## config.mk

```make
export PLATFORM = sky130hd
export DESIGN_NAME = ts_audio_mix_flat
export DESIGN_NICKNAME = d
export VERILOG_FILES = /design/src/rtl/ts_audio_pkg.sv /design/src/rtl/ts_audio_mix_if.sv /design/src/rtl/ts_dc_block.sv /design/src/rtl/ts_audio_mix.sv /design/src/flat_wrapper.sv
export SDC_FILE = /design/constraint.sdc
export NUM_CORES = 1
export LEC_CHECK = 0
export ABC_CLOCK_PERIOD_IN_PS = 3300
export BUFFER_PORTS_ARGS = -buffer_cell sky130_fd_sc_hd__buf_4
export CORE_ASPECT_RATIO = 2
export CORE_MARGIN = 10
export CORE_UTILIZATION = 45
export DETAILED_ROUTE_END_ITERATION = 8
export PLACE_DENSITY = 0.63
export SLEW_MARGIN = 25
export SYNTH_ARGS = -nofsm -noshare
export SYNTH_HDL_FRONTEND = slang
export SYNTH_HIERARCHICAL = 1
export SYNTH_SLANG_ARGS = --single-unit
```

## constraint.sdc

```tcl
create_clock -name CLK -period 3.3 [get_ports CLK]
set_clock_uncertainty 0.2 [all_clocks]
set_input_delay 0.33 -clock CLK [delete_from_list [all_inputs] [get_ports CLK]]
set_output_delay 0.33 -clock CLK [all_outputs]
set_load 0.01 [all_outputs]
```

## src/rtl/ts_audio_pkg.sv

```systemverilog
// ts_audio_pkg: shared constants, types and the per-channel mix helper for
// the Turbosound-FM output mixer (ts_audio_mix).
//
// Contents:
//   MIX_W            width of one mixed / averaged sample
//   BEEP_W, TAPE_W   fixed weights of the 1-bit beeper and tape-in sources
//   COVOX_SH, TS_SH  left shifts applied to the Covox and Turbosound sources
//   sample_t         16-bit signed sample
//   ts_state_e       output FSM state encoding
//   mix_calc()       one channel's weighted sum of all sources
package ts_audio_pkg;

  localparam int MIX_W    = 16;
  localparam int BEEP_W   = 4096;
  localparam int TAPE_W   = 1024;
  localparam int COVOX_SH = 4;
  localparam int TS_SH    = 3;

  typedef logic signed [MIX_W-1:0] sample_t;

  typedef enum logic [1:0] {
    ST_IDLE = 2'd0,
    ST_FILT = 2'd1,
    ST_EMIT = 2'd2
  } ts_state_e;

  // Worst case is 2047*8 + 4096 + 1024 + 255*16 = 25576, and the minimum is
  // -2048*8 = -16384, so 16 signed bits always hold the sum exactly.
  function automatic sample_t mix_calc(input logic signed [11:0] ts,
                                       input logic              beep,
                                       input logic              tape,
                                       input logic [7:0]        covox);
    sample_t m;
    m = sample_t'(ts) <<< TS_SH;
    if (beep) m = m + sample_t'(BEEP_W);
    if (tape) m = m + sample_t'(TAPE_W);
    m = m + (sample_t'({8'd0, covox}) << COVOX_SH);
    return m;
  endfunction

endpackage

```

## src/rtl/ts_audio_mix_if.sv

```systemverilog
// ts_audio_mix_if: signal bundle between the sound sources / audio front end
// and the ts_audio_mix block.
//
// Signals:
//   CE                 sample tick (one CLK wide, spaced >= 3 CLK apart)
//   TS_L, TS_R         12-bit signed Turbosound streams
//   BEEPER, TAPE_IN    1-bit sources
//   COVOX              8-bit unsigned Covox DAC value
//   MUTE               zeroes emitted samples
//   OUT_L, OUT_R       16-bit signed output samples
//   OUT_VALID          one-CLK strobe marking a new OUT_L/OUT_R pair
//   DBG_STATE          current output FSM state, for observation only
//
// Handshake: there is no backpressure. OUT_VALID is a single-cycle strobe and
// the consumer must take OUT_L/OUT_R in that cycle; CE is likewise an
// unconditional tick that the mixer always accepts.
//
// Modports: master = source / front-end side, slave = the mixer.
interface ts_audio_mix_if;
  import ts_audio_pkg::*;

  logic              CE;
  logic signed [11:0] TS_L;
  logic signed [11:0] TS_R;
  logic              BEEPER;
  logic              TAPE_IN;
  logic [7:0]        COVOX;
  logic              MUTE;
  sample_t           OUT_L;
  sample_t           OUT_R;
  logic              OUT_VALID;
  ts_state_e         DBG_STATE;

  modport master (
    output CE, TS_L, TS_R, BEEPER, TAPE_IN, COVOX, MUTE,
    input  OUT_L, OUT_R, OUT_VALID, DBG_STATE
  );

  modport slave (
    input  CE, TS_L, TS_R, BEEPER, TAPE_IN, COVOX, MUTE,
    output OUT_L, OUT_R, OUT_VALID, DBG_STATE
  );

endinterface

```

## src/rtl/ts_dc_block.sv

```systemverilog
// ts_dc_block: one channel of the DC-blocking high-pass used by ts_audio_mix
// when the TS_DCBLOCK_EN macro is defined. Without the macro this file
// contributes no module.
//
//   y = x - x_prev + y_prev - (y_prev >>> 8), computed in 18 bits, then
//   saturated to the 16-bit sample range.
//
// Ports:
//   CLK, RESET_s   clock, asynchronous active-high reset (state -> 0)
//   en_i           advance the filter one step (x_prev/y_prev/y_o update)
//   x_i            input sample
//   y_o            registered, saturated output sample
`ifdef TS_DCBLOCK_EN
module ts_dc_block
  import ts_audio_pkg::*;
(
  input  logic    CLK,
  input  logic    RESET_s,
  input  logic    en_i,
  input  sample_t x_i,
  output sample_t y_o
);

  localparam int FW = 18;
  typedef logic signed [FW-1:0] filt_t;

  sample_t x_prev_q;
  filt_t   y_prev_q;
  sample_t y_q;
  filt_t   y_calc;
  sample_t y_sat;

  always_comb begin
    y_calc = filt_t'(x_i) - filt_t'(x_prev_q) + y_prev_q - (y_prev_q >>> 8);
    y_sat  = sample_t'(y_calc);
    if (y_calc > filt_t'(32767)) begin
      y_sat = sample_t'(16'h7FFF);
    end else if (y_calc < filt_t'(-32768)) begin
      y_sat = sample_t'(16'h8000);
    end
  end

  // y_prev keeps the unsaturated 18-bit value so the recursion is not
  // disturbed by output clipping.
  always_ff @(posedge CLK or posedge RESET_s) begin
    if (RESET_s) begin
      x_prev_q <= '0;
      y_prev_q <= '0;
      y_q      <= '0;
    end else if (en_i) begin
      x_prev_q <= x_i;
      y_prev_q <= y_calc;
      y_q      <= y_sat;
    end
  end

  assign y_o = y_q;

endmodule
`endif

```

## src/rtl/ts_audio_mix.sv

```systemverilog
// ts_audio_mix: Turbosound-FM output mixer and decimator.
//
// On every CE the Turbosound, beeper, tape-in and Covox sources are mixed per
// channel with fixed weights and summed into a per-channel accumulator. Every
// DECIM ticks the block average (floor) is latched and handed to a small
// output FSM which emits it on OUT_L/OUT_R with a one-cycle OUT_VALID.
//
// Optional feature: macro TS_DCBLOCK_EN inserts a FILT state running a
// per-channel DC-blocking high-pass (ts_dc_block) before emission, adding one
// CLK of latency.
//
// Parameters:
//   DECIM      CE ticks averaged per output sample, power of two, 2..256
// Ports:
//   CLK        system clock
//   RESET_s    asynchronous active-high reset
//   bus        ts_audio_mix_if.slave (sources in, samples / strobe out)
module ts_audio_mix
  import ts_audio_pkg::*;
#(
  parameter int DECIM = 64
) (
  input logic           CLK,
  input logic           RESET_s,
  ts_audio_mix_if.slave bus
);

  localparam int SH    = $clog2(DECIM);
  localparam int ACC_W = MIX_W + SH;
  typedef logic signed [ACC_W-1:0] acc_t;

  logic [SH-1:0] count_q, count_d;
  acc_t          acc_l_q, acc_l_d, acc_r_q, acc_r_d;
  acc_t          sum_l, sum_r, shf_l, shf_r;
  sample_t       mix_l, mix_r;
  sample_t       avg_l_q, avg_l_d, avg_r_q, avg_r_d;
  logic          boundary;

  ts_state_e     state_q, state_d;
  sample_t       src_l, src_r;
  sample_t       emit_l, emit_r;
  sample_t       out_l_q, out_r_q;

  assign mix_l    = mix_calc(bus.TS_L, bus.BEEPER, bus.TAPE_IN, bus.COVOX);
  assign mix_r    = mix_calc(bus.TS_R, bus.BEEPER, bus.TAPE_IN, bus.COVOX);
  assign boundary = bus.CE && (count_q == SH'(DECIM - 1));

  // The boundary tick's own mix is part of the block, so the average is
  // taken from acc + mix rather than from the stored accumulator alone.
  assign sum_l = acc_l_q + acc_t'(mix_l);
  assign sum_r = acc_r_q + acc_t'(mix_r);
  assign shf_l = sum_l >>> SH;
  assign shf_r = sum_r >>> SH;

  // Accumulation is independent of the output FSM.
  always_comb begin
    count_d = count_q;
    acc_l_d = acc_l_q;
    acc_r_d = acc_r_q;
    avg_l_d = avg_l_q;
    avg_r_d = avg_r_q;
    if (bus.CE) begin
      if (boundary) begin
        count_d = '0;
        acc_l_d = '0;
        acc_r_d = '0;
        avg_l_d = sample_t'(shf_l);
        avg_r_d = sample_t'(shf_r);
      end else begin
        count_d = count_q + SH'(1);
        acc_l_d = sum_l;
        acc_r_d = sum_r;
      end
    end
  end

  always_ff @(posedge CLK or posedge RESET_s) begin
    if (RESET_s) begin
      count_q <= '0;
      acc_l_q <= '0;
      acc_r_q <= '0;
      avg_l_q <= '0;
      avg_r_q <= '0;
    end else begin
      count_q <= count_d;
      acc_l_q <= acc_l_d;
      acc_r_q <= acc_r_d;
      avg_l_q <= avg_l_d;
      avg_r_q <= avg_r_d;
    end
  end

  // Output FSM. CE spacing of >= 3 CLK guarantees the FSM is back in IDLE
  // before the next boundary can occur.
  always_comb begin
    state_d = state_q;
    case (state_q)
      ST_IDLE: begin
        if (boundary) begin
`ifdef TS_DCBLOCK_EN
          state_d = ST_FILT;
`else
          state_d = ST_EMIT;
`endif
        end
      end
      ST_FILT: state_d = ST_EMIT;
      ST_EMIT: state_d = ST_IDLE;
      default: state_d = ST_IDLE;
    endcase
  end

  always_ff @(posedge CLK or posedge RESET_s) begin
    if (RESET_s) begin
      state_q <= ST_IDLE;
    end else begin
      state_q <= state_d;
    end
  end

`ifdef TS_DCBLOCK_EN
  logic filt_en;
  assign filt_en = (state_q == ST_FILT);

  ts_dc_block u_dc_l (
    .CLK     (CLK),
    .RESET_s (RESET_s),
    .en_i    (filt_en),
    .x_i     (avg_l_q),
    .y_o     (src_l)
  );

  ts_dc_block u_dc_r (
    .CLK     (CLK),
    .RESET_s (RESET_s),
    .en_i    (filt_en),
    .x_i     (avg_r_q),
    .y_o     (src_r)
  );
`else
  assign src_l = avg_l_q;
  assign src_r = avg_r_q;
`endif

  // MUTE only gates what is emitted; the sample path keeps running.
  assign emit_l = bus.MUTE ? '0 : src_l;
  assign emit_r = bus.MUTE ? '0 : src_r;

  always_ff @(posedge CLK or posedge RESET_s) begin
    if (RESET_s) begin
      out_l_q <= '0;
      out_r_q <= '0;
    end else if (state_q == ST_EMIT) begin
      out_l_q <= emit_l;
      out_r_q <= emit_r;
    end
  end

  // The new pair is visible during the EMIT cycle itself and is then held.
  assign bus.OUT_L     = (state_q == ST_EMIT) ? emit_l : out_l_q;
  assign bus.OUT_R     = (state_q == ST_EMIT) ? emit_r : out_r_q;
  assign bus.OUT_VALID = (state_q == ST_EMIT);
  assign bus.DBG_STATE = state_q;

endmodule

```

## src/flat_wrapper.sv

```systemverilog
// flat-port wrapper written by rule: the top's interface ports become plain ports
module ts_audio_mix_flat import ts_audio_pkg::*;
#(
  parameter int DECIM = 64
)
  (CLK, RESET_s, bus_CE, bus_TS_L, bus_TS_R, bus_BEEPER, bus_TAPE_IN, bus_COVOX, bus_MUTE, bus_OUT_L, bus_OUT_R, bus_OUT_VALID, bus_DBG_STATE);
  ts_audio_mix_if bus_i ();
  input logic CLK;
  input logic RESET_s;
  input wire logic [$bits(bus_i.CE)-1:0] bus_CE;
  input wire logic [$bits(bus_i.TS_L)-1:0] bus_TS_L;
  input wire logic [$bits(bus_i.TS_R)-1:0] bus_TS_R;
  input wire logic [$bits(bus_i.BEEPER)-1:0] bus_BEEPER;
  input wire logic [$bits(bus_i.TAPE_IN)-1:0] bus_TAPE_IN;
  input wire logic [$bits(bus_i.COVOX)-1:0] bus_COVOX;
  input wire logic [$bits(bus_i.MUTE)-1:0] bus_MUTE;
  output wire logic [$bits(bus_i.OUT_L)-1:0] bus_OUT_L;
  output wire logic [$bits(bus_i.OUT_R)-1:0] bus_OUT_R;
  output wire logic [$bits(bus_i.OUT_VALID)-1:0] bus_OUT_VALID;
  output wire logic [$bits(bus_i.DBG_STATE)-1:0] bus_DBG_STATE;
  assign bus_i.CE = bus_CE;
  assign bus_i.TS_L = bus_TS_L;
  assign bus_i.TS_R = bus_TS_R;
  assign bus_i.BEEPER = bus_BEEPER;
  assign bus_i.TAPE_IN = bus_TAPE_IN;
  assign bus_i.COVOX = bus_COVOX;
  assign bus_i.MUTE = bus_MUTE;
  assign bus_OUT_L = bus_i.OUT_L;
  assign bus_OUT_R = bus_i.OUT_R;
  assign bus_OUT_VALID = bus_i.OUT_VALID;
  assign bus_DBG_STATE = bus_i.DBG_STATE;
  ts_audio_mix #(.DECIM(DECIM)) u_core (.CLK(CLK), .RESET_s(RESET_s), .bus(bus_i));
endmodule
```

**After elaboration in Yosys (flattened, before gate mapping)**

Index checks and enable logic that the tools add are counted.

- Flip-flop bits (word level): 116
- Bits in latches: 0
- Memory bits (writable): 0
- ROM bits: 0
- Input port bits: 38
- Logic and storage cells: 37
- Memories kept: 0

- $add $sub $neg: 9
- Multiply operators: 0
- Divide/modulo/power cells: 0
- Magnitude comparators: 0
- Equality and inequality tests: 4
- Shift-type cells: 0
- Multiplexer cells: 13
- Bitwise logic cells: 0
- Reductions and logical operators: 3

Operators by type and width:

| kind | number |
|---|---|
| 16-bit two-way mux | 8 |
| 22-bit by 16-bit adder with 22-bit output | 2 |
| 22-bit two-way mux | 2 |
| 15-bit by 14-bit adder with 16-bit output, second input constant | 2 |
| 16-bit by 12-bit adder with 16-bit output, second input constant | 2 |
| 16-bit by 13-bit adder with 16-bit output | 2 |
| 6-bit by 1-bit adder with 6-bit output, second input constant | 1 |
| 6-bit == test, second input constant | 1 |
| 6-bit two-way mux | 1 |
| 2-bit case mux with 2 select lines | 1 |
| 2-bit by 1-bit == test with 1-bit output, second input constant | 1 |
| 2-bit == test, second input constant | 1 |
| 2-bit logical NOT | 1 |
| 2-bit two-way mux | 1 |
| 2-bit by 1-bit != test with 1-bit output, second input constant | 1 |
| 2-bit AND reduction | 1 |
| 1-bit logical AND | 1 |

**Longest topological paths before layout**

Gate-level depths: netlist of the first run.

- Depth in word-level cells: 7
- Depth in mapped cells: 22
- Mapped depth without buffers: 22

**Worst setup path after synthesis of the first run**

Ideal clock, no wire load.

- Kind: input port to flip-flop
- Start point: in bus_TS_L[1]
- End point: reg u_core.acc_l_q[21]
- Setup time: 0.083 ns
- Data arrival time: 3.808 ns
- Required time: 3.017 ns
- Setup slack: -0.790 ns
- Stages on the path: 19
- Path through: ha_1 > inv_1 > fa_1 > nor2b_1 > o21ai_0 > nand2b_1 > a21o_1 > a21o_1 > a211oi_2 > a21oi_1 > a311oi_1 > xnor2_1 > ha_1 > o41ai_4 > o31ai_1 > o41a_1 > xnor2_1 > or3_1 > o21ai_0

- Cells in the longest elaborated chain, start to end: 7

Ends and longest elaborated chain:

| element | RTL line | source |
|---|---|---|
| start, declared | flat_wrapper.sv:11 | `input wire logic [$bits(bus_i.TS_L)-1:0] bus_TS_L;` |
| 15-bit by 14-bit adder with 16-bit output | ts_audio_pkg.sv:35 | `if (beep) m = m + sample_t'(BEEP_W);` |
| 16-bit two-way mux (*) | ts_audio_pkg.sv:35 |  |
| 16-bit by 12-bit adder with 16-bit output | ts_audio_pkg.sv:36 | `if (tape) m = m + sample_t'(TAPE_W);` |
| 16-bit two-way mux (*) | ts_audio_pkg.sv:36 |  |
| 16-bit by 13-bit adder with 16-bit output (*) | ts_audio_pkg.sv:37 | `m = m + (sample_t'({8'd0, covox}) << COVOX_SH);` |
| 22-bit by 16-bit adder with 22-bit output (*) | ts_audio_mix.sv:50 | `assign sum_l = acc_l_q + acc_t'(mix_l);` |
| 22-bit two-way mux (*) | ts_audio_mix.sv:63 | `if (boundary) begin` |
| end signal, assigned | ts_audio_mix.sv:86 | `acc_l_q <= acc_l_d;` |
| end, declared | ts_audio_mix.sv:33 | `acc_t acc_l_q, acc_l_d, acc_r_q, acc_r_d;` |

Mark *: on every way between the ends. The rest lies on a longest branch, timed or not.
A chain may end at the register's enable or synchronous reset.

**Final worst setup path of the first run**

- Start point: in bus_COVOX[0]
- End point: reg u_core.acc_l_q[21]

- Cells in the longest elaborated chain, start to end: 3

Ends and longest elaborated chain:

| element | RTL line | source |
|---|---|---|
| start, declared | flat_wrapper.sv:15 | `input wire logic [$bits(bus_i.COVOX)-1:0] bus_COVOX;` |
| 16-bit by 13-bit adder with 16-bit output | ts_audio_pkg.sv:37 |  |
| 22-bit by 16-bit adder with 22-bit output | ts_audio_mix.sv:50 |  |
| 22-bit two-way mux | ts_audio_mix.sv:63 |  |

Every way passes these cells.

==> flow_summary.ini, run 1 <==
[worst_setup_path]
critical_path_top_delay_cell = sky130_fd_sc_hd__o41ai_4
regToRegStartpoint = u_core/acc_l_q[3]
path_max_fanout = 3
regToRegSetupSlack_ps = 170
timing.critical_path.cells = buf_8 -> ha_4 -> inv_2 -> fa_2 -> nor2b_1 -> o21ai_1 -> nand2b_1 -> a21o_1 -> a21o_1 -> a211oi_4 -> xnor2_1 -> ha_1 -> nand2_2 -> nor3_2 -> o31a_1 -> o41ai_4 -> o31ai_2 -> o41a_1 -> xnor2_2 -> or3_1 -> o21ai_1
worst_setup_path_end_kind = flip-flop
r2r-end = u_core/acc_l_q[21]
worst_ep_required_time_ps = 3380
critical-path-max-stage-delay_ps = 400
timing.critical_path.from_type = input pin
crit_type = input pin to flip-flop
critical_path_arrival_ps = 3950
worst-r2r-cell-count = 12

[synth]
yosysSeqAreaShare_pct = 38.8
synthesis.area_um2 = 7040
synth_top_family_by_area = compound AO/OA/AOI/OAI gates
synth_simple_gate_area_share_pct = 13.2
asyncSetResetFlopFracSynth_pct = 100
synth-warning-count = 6
synth-adder-area-share_pct = 12.3
synth-seq-cells = 109
postSynth.topFlopCell = sky130_fd_sc_hd__dfrtp_1
synth.lib_cells_used.distinct = 63
xor_and_xnor_fraction_of_the_mapped_netlist_area_pct = 8.39
synth_cells = 779
synth_compound_gate_area_share_pct = 19.5
avgSynthCellArea_um2 = 9.03
synth.area.mux_share_pct = 1.28
synthesis.nets = 884
synth_enable_flop_cells = 0

[timing]
unrepaired_setup_endpoints_after_global_routing = yes
worst_slew_pin_slew_ps = 806
report.final.setup_viol = 30
post-route-period-util_pct = 117
final_hold_viol_count = 0
final.hold.worst_slack_ps = 127
max-slew-margin-rel_pct = 46.2
timing.fmax_mhz = 259
period_minus_slack_ps = 3860
final_max_slew_viol_count = 0
final_critical_path_setup_slack_ps = -562

[floorplanning]
floorplan.initialDensity_pct = 46.0
rows = 64
die_y_um = 197
fp.coreArea_um2 = 15300
number_of_top_level_design_ports = 73
fp.dieW_um = 108
die_area_um2 = 21300

[global_routing]
global_route.usage.total_pct = 17.7
maximum_number_of_pins_on_one_net_before_global_route_repair = 57
number_of_global_route_vias_before_repair = 6722
grt_first_pass_wirelength_um = 30800
grt_antenna_before_repair = 0
globalRouteOverflowTotal = 0

[finish]
layout-area-overhead-vs-synth_pct = 41.0
final_common_cell = sky130_fd_sc_hd__buf_4
multi_input_area_um2 = 4410
antenna_cells_inserted = 0
final_net_count = 1108
fillCellCount = 1252
most_frequent_cells_in_the_layout = sky130_fd_sc_hd__buf_4 (233), sky130_fd_sc_hd__dfrtp_1 (109), sky130_fd_sc_hd__nand2_1 (87), sky130_fd_sc_hd__inv_1 (84), sky130_fd_sc_hd__ha_1 (51)
sequential_cell_area_um2 = 2730
fin_util_pct = 64.9
post_route_cells_drive_above_1_share_pct = 36.5

[hold_path]
min_delay_path_depth = 4
worstHoldEndpoint = u_core/acc_r_q[3]
hold_path_class = input pin to flip-flop
hold_path.startpoint = bus_TS_R[0]

[power_and_ir_drop]
cellLeakagePower_nw = 4.81
worst_ir_drop_vdd_mv = 0.325
power.switching_fraction_pct = 40.1
seqPwrFrac_pct = 24.1
combinational_fraction_of_design_power_pct = 61.8
power-per-cell-area_nw_per_um2 = 861
p_int_w = 0.00512
p_switching_w = 0.00343
clock_power_share_pct = 14.1

[cts]
cts_made_buffers = 9
tritoncts = built
htree_num_levels = 3
clk_transition_reported_paths_ps = 80
clkLatencyLatePin_ps = 360
clock_tree.root_cell = sky130_fd_sc_hd__clkbuf_16
clock_tree.buffer_depth = 2
numClockSinks = 109

[drt]
drt-wirelength-per-cell_um = 15.3
routed-via-count = 6265
detailedRoute.firstIterationViolations = 216
postRouteAntennaNets = 0
drt_pre_antenna_iters = 4
viasPerCell = 5.19
drt_drc_violations_left = 0
wirelength_um = 18500

[place]
place_congestion = 0.842
dp_hpwl_um = 13900
buffer_ports.inserted = 71
post_placement_setup_slack_ps = -1040

[run_status]
outcome = finished with violations
failed_checks = setup timing

[job]
max_cap_viol_count = 0
worst max-delay path: cells and delay by family:
kind	cells	cell delay (ps)
buffers and inverters	2	150
AO/OA/AOI/OAI	9	1870
AND/OR/NAND/NOR	5	610
adder cells (fa/ha/maj)	3	710
XOR/XNOR	2	280
metrics by stage:
stage	cell area, um^2	total power (W)	cells	setup TNS (ps)
after floorplan	7230	0.00476	779	-4400
after global placement	9030	0.00632	1168	-20550
after detailed placement	9030	0.00653	1168	-23830
after CTS	9670	0.00822	1196	-5960
after global routing	9930	0.00921	1206	-15220
final	9930	0.00855	1206	-7700
cells in the mapped netlist (all sizes together) (10+ instances only):
| library cell | number | area (um^2) |
|---|---|---|
| ha | 63 | 788 |
| o21ai | 75 | 387 |
| a21oi | 33 | 169 |
| inv | 87 | 327 |
| o22ai | 49 | 307 |
| xnor2 | 30 | 278 |
| clkbuf | 20 | 75.1 |
| dfrtp | 109 | 2730 |
| xor2 | 31 | 313 |
| buf | 10 | 53.8 |
| a21o | 18 | 136 |
| nand3 | 14 | 70.1 |
| nand2 | 88 | 330 |
| nand2b | 14 | 87.6 |
| nor2 | 38 | 143 |
| nor3 | 11 | 55.1 |
layout make-up:
type / count / area share (%)
Sequential cell: 109 / 27.5
Clock buffer: 9 / 2.27
Tap cell: 198 / 2.50
Multi-Input combinational cell: 553 / 44.4
Timing Repair Buffer: 243 / 18.9
Clock inverter: 7 / 1.08
Inverter: 87 / 3.33
per-layer routing:
metal | track usage, % | wire (um) | vias to the layer above
met1 | 18.7 | 7140 | 2988
met3 | 3.20 | 586 | 40
met5 | 0 | 0 | -
met2 | 31.9 | 10100 | 118
met4 | 9.77 | 682 | 0
li1 | - | - | 3119
what timing repair did:
| item | 4_1_cts | 5_1_grt |
|---|---|---|
| resized for setup | 53 | 37 |
| buffers inserted | 11 | 10 |
| hold buffers | 1 | 0 |
| hold endpoints to repair | 33 | 0 |
| pin swaps | 31 | 32 |
| setup endpoints to repair | 34 | 42 |
power by group through the flow:
stage          Combinational [W]  Sequential (W)  Clock [W]
3_3_place_gp             0.00427         0.00205          0
5_1_grt                  0.00581         0.00211    0.00129
6_report                 0.00529         0.00206    0.00120
4_1_cts                  0.00493         0.00205    0.00123
3_5_place_dp             0.00446         0.00207          0
2_1_floorplan            0.00278         0.00198          0
registers in the layout, summed over array words and instances, names as in the netlist:
name / count
u_core/avg_r_q: 16
u_core/bus.DBG_STATE: 1
u_core/out_r_q: 16
u_core/out_l_q: 16
u_core/count_q: 6
u_core/avg_l_q: 16
u_core/acc_r_q: 19
u_core/acc_l_q: 19
kinds of logic (layout without fill, tap and decap cells):
family | after synthesis | after routing
compound gates | 215 | 215
xor+xnor | 61 | 61
fa+ha+maj | 67 | 67
buf+inv | 117 | 346
flops | 109 | 109
mux | 8 | 8
other cells | 1 | 1
simple gates | 201 | 201
worst max-delay path by stage:
stage                             from                 end  slack, ps  cells after the start
final                     bus_COVOX[0]  u_core/acc_l_q[21]       -560                     21
after floorplan            bus_TS_L[1]  u_core/acc_l_q[21]       -600                     20
after CTS                 bus_COVOX[0]  u_core/acc_l_q[21]       -530                     21
after global placement    bus_COVOX[0]  u_core/acc_l_q[21]       -860                     22
after global routing       bus_TS_L[1]  u_core/acc_l_q[21]       -740                     21
after detailed placement  bus_COVOX[0]  u_core/acc_l_q[21]      -1040                     22
Power figures use the tool's default switching activity.
==> run 2, diff against run 1 <==
ABC_CLOCK_PERIOD_IN_PS = 4650   (was 3300)
PLACE_DENSITY = 0.61   (was 0.63)
clock period = 4.65 ns   (was 3.3 ns; I/O delays follow)
==> run 2 against run 1 <==
Compared with the run above:
- the flow now finishes without violations
- cell count shrank 14%
- die area unchanged
- hold slack worse by 100 ps
- power is 45% lower
- clock power fell by 35%
- non-clock buffer count fell by 166
- first-iteration DRC count rose by 12%
- sequential share of layout area increased by 6.4 points
- critical endpoint unchanged
- largest cell class unchanged
- largest power group unchanged
==> flow_summary.ini, run 2 (synthesized netlist as in run 1, its figures left out) <==
[hold_path]
hold_path_class = input pin to async pin

[drt]
detailedRoute.firstIterationViolations = 241
routed-via-count = 5436
drt_drc_violations_left = 0
postRouteAntennaNets = 0
wirelength_um = 15800
drt-wirelength-per-cell_um = 15.2
drt_pre_antenna_iters = 4
viasPerCell = 5.23

[timing]
period_minus_slack_ps = 4300
timing.fmax_mhz = 232
worst_slew_pin_slew_ps = 681
fin_setup_tns_ps = 0
final_max_slew_viol_count = 0
final_hold_viol_count = 0
max-slew-margin-rel_pct = 54.5
report.final.setup_viol = 0
post-route-period-util_pct = 92.5

[finish]
final_common_cell = sky130_fd_sc_hd__dfrtp_1
sequential_cell_area_um2 = 2730
antenna_cells_inserted = 0
final_net_count = 942
multi_input_area_um2 = 3870
layout.cells.non_filler = 1039
post_route_cells_drive_above_1_share_pct = 14.7
most_frequent_cells_in_the_layout = sky130_fd_sc_hd__dfrtp_1 (109), sky130_fd_sc_hd__nand2_1 (87), sky130_fd_sc_hd__inv_1 (86), sky130_fd_sc_hd__buf_4 (77), sky130_fd_sc_hd__o21ai_0 (68)
fillCellCount = 1428
layout-area-overhead-vs-synth_pct = 14.5
largestRegisters = u_core/acc_l_q x19, u_core/acc_r_q x19
fin_area_um2 = 8060

[global_routing]
globalRouteOverflowTotal = 0
number_of_global_route_vias_before_repair = 5618
grt_antenna_before_repair = 0
grt_first_pass_wirelength_um = 27000
global_route.usage.total_pct = 15.3
maximum_number_of_pins_on_one_net_before_global_route_repair = 75

[cts]
clk_transition_reported_paths_ps = 70
cts_made_buffers = 9
clock_tree.buffer_depth = 2
post_cts_setup_repair_buffer_count = 0
clkLatencyLatePin_ps = 350
ctsHoldBuffers = 0
numClockSinks = 109
htree_num_levels = 3
tritoncts = built
clock_tree.root_cell = sky130_fd_sc_hd__clkbuf_16

[power_and_ir_drop]
worst_ir_drop_vdd_mv = 0.240
cellLeakagePower_nw = 3.86
power-per-cell-area_nw_per_um2 = 585

[job]
max_cap_viol_count = 0

[worst_setup_path]
worst_setup_path_end_kind = flip-flop
crit_type = input pin to flip-flop
worst-r2r-cell-count = 12
critical_path_arrival_ps = 4370
regToRegStartpoint = u_core/acc_l_q[3]
worst_ep_required_time_ps = 4720
timing.critical_path.from_type = input pin
regToRegSetupSlack_ps = 1540
path_max_fanout = 5
r2r-end = u_core/acc_l_q[21]

[place]
detailed_place.area_um2 = 7740
dp_hpwl_um = 12200
buffer_ports.inserted = 71
place_congestion = 0.885
placed_cells = 1024

[floorplanning]
fp.coreArea_um2 = 15300
rows = 64
die_area_um2 = 21300
die_y_um = 197
number_of_top_level_design_ports = 73
floorplan.initialDensity_pct = 46.0
fp.dieW_um = 108

[run_status]
outcome = complete, no violations
==> run 2: changes by cell type in the layout (fill, tap and decap cells not counted), sizes merged <==
cell and change:
buf -165, clkbuf +3, clkinv -2, bufinv -1, dlygate4sd3 -1, inv -1
==> run 2: stage by stage <==
step | hold slack [ps] | utilization, % | setup slack [ps] | power, W
floorplan | 248 | - | 425 | 0.00331
global placement | 265 | 50.6 | 53.0 | 0.00385
detailed placement | 267 | 50.6 | -51.1 | 0.00394
CTS | 46.9 | 52.6 | 329 | 0.00474
global route | 79.3 | 52.7 | -3.00 | 0.00516
finish | 22.8 | 52.7 | 349 | 0.00472
==> run 2: worst max-delay path by stage <==
stage	slack [ps]	end	start
floorplan	420	u_core/acc_l_q[21]	bus_TS_L[1]
global placement	50	u_core/acc_l_q[21]	bus_COVOX[0]
detailed placement	-50	u_core/acc_l_q[21]	bus_COVOX[0]
CTS	330	u_core/acc_l_q[21]	bus_COVOX[0]
global route	-3	u_core/acc_l_q[21]	bus_COVOX[0]
finish	350	u_core/acc_l_q[21]	bus_COVOX[0]
==> run 2: critical path, stage by stage <==
cell,delay (ps)
sky130_fd_sc_hd__buf_4,120
sky130_fd_sc_hd__ha_1,200
sky130_fd_sc_hd__inv_1,70
sky130_fd_sc_hd__fa_1,200
sky130_fd_sc_hd__nor2b_1,60
sky130_fd_sc_hd__o21ai_0,160
sky130_fd_sc_hd__nand2b_1,110
sky130_fd_sc_hd__a21o_1,190
sky130_fd_sc_hd__a21o_1,210
sky130_fd_sc_hd__a211oi_2,310
sky130_fd_sc_hd__a21oi_1,70
sky130_fd_sc_hd__a311oi_1,290
sky130_fd_sc_hd__xnor2_1,130
sky130_fd_sc_hd__ha_1,270
sky130_fd_sc_hd__o41ai_4,450
sky130_fd_sc_hd__o31ai_2,150
sky130_fd_sc_hd__o41a_1,360
sky130_fd_sc_hd__xnor2_2,160
sky130_fd_sc_hd__or3_1,320
sky130_fd_sc_hd__o21ai_0,70
==> run 2: power by group <==
group	switching (W)	leakage, nW	total, W	internal, W
combinational	0.00138	2.44	0.00248	0.00110
clock	0.000338	0.141	0.000783	0.000445
sequential	0.000194	1.28	0.00145	0.00126
total	0.00191	3.86	0.00472	0.00280
==> run 2: layout make-up <==
type	count	share of cell area, %
tap	198	3.07
multi-input combinational	553	48.1
clock inverter	3	0.559
sequential	109	33.8
clock buffer	12	3.18
timing repair buffer	77	7.17
inverter	87	4.08
==> run 2: per-layer routing <==
metal  share of wire (%)  vias to the layer above  track usage (%)
met3                 3.5                       22             2.65
met5                   0                        -                0
met1                  43                     2538             18.3
li1                    -                     2784                -
met4                 2.2                        0             6.43
met2                  51                       92             26.2
==> run 2: repair_timing <==
item,CTS,global route
resized for setup,0,2
hold endpoints to repair,0,0
endpoints found under the setup margin,0,2
==> run 3, diff against run 2 <==
SYNTH_HIERARCHICAL = unset   (was 1)
==> run 3 against run 2 <==
Compared with the run above:
- design area down 0.88%
- power down 5.9%
- global-route usage fell by 0.22 points
- sequential power is 6% lower
- synthesized cell count rose by 0.77%
- first-iteration DRC count decreased by 27%
==> flow_summary.ini, run 3 <==
[cts]
cts-resized-gates = 0
clkLatencyLatePin_ps = 350
clock_tree.root_cell = sky130_fd_sc_hd__clkbuf_16
clk_transition_reported_paths_ps = 70
numClockSinks = 109
cts_made_buffers = 9
ctsHoldBuffers = 0
clock_tree.buffer_depth = 2
htree_num_levels = 3
post_cts_setup_repair_buffer_count = 0
tritoncts = built

[floorplanning]
rows = 64
die_area_um2 = 21200
fp.dieW_um = 108
floorplan.initialDensity_pct = 45.7
fp.coreArea_um2 = 15300
number_of_top_level_design_ports = 73
die_y_um = 196

[synth]
synthesis.area_um2 = 6990
synthesis.nets = 887
yosysSeqAreaShare_pct = 39.0
synth_largest_type_area_fraction_pct = 39.0
post-synth-top-area-cell = sky130_fd_sc_hd__dfrtp_1
postSynth.topFlopCell = sky130_fd_sc_hd__dfrtp_1
synth-seq-cells = 109
yosysMostFrequentCell = sky130_fd_sc_hd__dfrtp_1
synth.lib_cells_used.distinct = 59
most_frequent_cells_after_synthesis = sky130_fd_sc_hd__dfrtp_1 (109), sky130_fd_sc_hd__nand2_1 (95), sky130_fd_sc_hd__inv_1 (92), sky130_fd_sc_hd__o21ai_0 (65), sky130_fd_sc_hd__ha_1 (60)
synth_cells = 785
asyncSetResetFlopFracSynth_pct = 100
synth-warning-count = 0
synthTopCellsByArea = sky130_fd_sc_hd__dfrtp_1 (39%), sky130_fd_sc_hd__ha_1 (11%), sky130_fd_sc_hd__xnor2_1 (5.3%), sky130_fd_sc_hd__nand2_1 (5.1%), sky130_fd_sc_hd__inv_1 (4.9%)
avgSynthCellArea_um2 = 8.91
synth_enable_flop_cells = 0

[timing]
timing.fmax_mhz = 243
post-route-period-util_pct = 88.4
unrepaired_setup_endpoints_after_global_routing = no
final_hold_viol_count = 0
final_max_slew_viol_count = 0
report.final.setup_viol = 0
fin_setup_tns_ps = 0
period_minus_slack_ps = 4110
max-slew-margin-rel_pct = 37.5
final.hold.worst_slack_ps = 96.4
worst_slew_pin_slew_ps = 937

[global_routing]
number_of_global_route_vias_before_repair = 5479
grt_antenna_before_repair = 0
grt_first_pass_wirelength_um = 26400
maximum_number_of_pins_on_one_net_before_global_route_repair = 76
global_route.usage.total_pct = 15.1
globalRouteOverflowTotal = 0

[place]
buffer_ports.inserted = 71
place_congestion = 0.847
detailed_place.area_um2 = 7660
dp_hpwl_um = 12300

[job]
max_cap_viol_count = 0

[finish]
layout-area-overhead-vs-synth_pct = 14.3
antenna_cells_inserted = 0
fin_area_um2 = 7990
final_net_count = 941
post_route_cells_drive_above_1_share_pct = 12.9
fillCellCount = 1454
largestRegisters = u_core.acc_l_q x19, u_core.acc_r_q x19
most_frequent_cells_in_the_layout = sky130_fd_sc_hd__dfrtp_1 (109), sky130_fd_sc_hd__nand2_1 (95), sky130_fd_sc_hd__inv_1 (91), sky130_fd_sc_hd__buf_4 (77), sky130_fd_sc_hd__o21ai_0 (65)
final_common_cell = sky130_fd_sc_hd__dfrtp_1

[worst_setup_path]
critical_path_top_delay_cell = sky130_fd_sc_hd__ha_1
critical_path_arrival_ps = 4150
timing.critical_path.cells = buf_4 -> ha_1 -> mux2_2 -> ha_1 -> or3_1 -> a211oi_1 -> nor4_1 -> xnor2_1 -> inv_1 -> ha_1 -> nand2_1 -> o21ai_0 -> nor3_1 -> nor2_1 -> o32ai_1 -> xor2_1 -> o21ai_0 -> a21o_1
worstSetupStartpoint = bus_TS_L[7]
worst_ep_required_time_ps = 4690
regToRegStartpoint = u_core.acc_l_q[3]
worst_setup_path_end_kind = flip-flop
crit_type = input pin to flip-flop
path_max_fanout = 8
timing.critical_path.from_type = input pin
worst_path_most_repeated_cell = sky130_fd_sc_hd__ha_1
critical-path-max-stage-delay_ps = 390

[drt]
viasPerCell = 5.28
postRouteAntennaNets = 0
drt_drc_violations_left = 0
routed-via-count = 5499
drt_pre_antenna_iters = 4
detailedRoute.firstIterationViolations = 177
wirelength_um = 15900
drt-wirelength-per-cell_um = 15.2

[run_status]
outcome = complete, no violations

[power_and_ir_drop]
power-per-cell-area_nw_per_um2 = 556
worst_ir_drop_vdd_mv = 0.204
cellLeakagePower_nw = 3.85

[hold_path]
hold_path_class = input pin to async pin
## run 3: cell types whose count changed after synthesis, moves of 4 or more
cell                       change
sky130_fd_sc_hd__nor2_1       -11
sky130_fd_sc_hd__nor3_1        -6
sky130_fd_sc_hd__nand2_1       +7
sky130_fd_sc_hd__o21bai_1      +8
sky130_fd_sc_hd__xnor2_1      +14
sky130_fd_sc_hd__o22ai_1       +5
sky130_fd_sc_hd__nand2b_1      -8
sky130_fd_sc_hd__a21oi_1       +4
sky130_fd_sc_hd__inv_1         +5
## run 3: worst max-delay path: cells and delay by family
kind                     cells  cell delay, ps
buffers and inverters        2             330
AO/OA/AOI/OAI                5            1000
adder cells (fa/ha/maj)      3             870
AND/OR/NAND/NOR              5             730
multiplexers                 1             270
XOR/XNOR                     2             500
## run 3: area by class of cell
| cell class | count | area, um^2 | share of cell area (%) |
|---|---|---|---|
| Sequential cell | 109 | 2730 | 34.1 |
| Clock buffer | 10 | 239 | 2.99 |
| Timing Repair Buffer | 77 | 578 | 7.24 |
| Clock inverter | 6 | 86.3 | 1.08 |
| Multi-Input combinational cell | 550 | 3760 | 47.1 |
| Tap cell | 198 | 248 | 3.10 |
| Inverter | 92 | 348 | 4.35 |
## run 3: metrics by stage
step                      worst slack, ps  std cells  total power (W)  util (%)
final                                 537       1042          0.00444      52.2
after global routing                  178       1042          0.00482      52.2
after CTS                             474       1042          0.00448      52.2
after detailed placement             86.6       1026          0.00364      50.1
after global placement                175       1026          0.00356      50.1
after floorplan                       622        785          0.00308         -
## run 3: worst paths after layout
| check | endpoint | slack, ps | cells after the start |
|---|---|---|---|
| worst max-delay path | u_core.acc_l_q[21] | 540 | 18 |
| worst min-delay path | u_core.out_l_q[8] | 100 | 2 |
| worst max register to register | u_core.acc_l_q[21] | 1790 | 11 |
| worst min register to register | u_core.avg_r_q[10] | 280 | 2 |
| max in group asynchronous | u_core.avg_r_q[3] | 3100 | 3 |
| min in group CLK | u_core.acc_l_q[3] | 280 | 4 |
## run 3: kinds of logic (layout without fill, tap and decap cells)
family	Yosys count	count (layout)	synth area share, %
AO/OA/AOI/OAI	221	221	19.1
XOR/XNOR	69	69	8.97
adder cells (fa/ha/maj)	64	64	11.9
buffers and inverters	126	185	7.25
flip-flops	109	109	39.0
multiplexers	8	8	1.40
other	1	1	0.0536
AND/OR/NAND/NOR	187	187	12.3
## run 3: metal layers
metal	vias to the layer above	track usage, %	part of all wire (%)
met4	0	5.12	1.6
met2	94	26.0	51
met3	15	2.66	3.7
met1	2595	18.2	44
li1	2795	-	-
met5	-	0	0
## run 3: report_power, final
| group | leakage, nW | total (W) | switching, W | internal, W |
|---|---|---|---|---|
| Sequential | 1.28 | 0.00137 | 0.000163 | 0.00120 |
| Combinational | 2.41 | 0.00225 | 0.00126 | 0.000983 |
| Clock | 0.158 | 0.000830 | 0.000344 | 0.000486 |
| Total | 3.85 | 0.00444 | 0.00177 | 0.00267 |
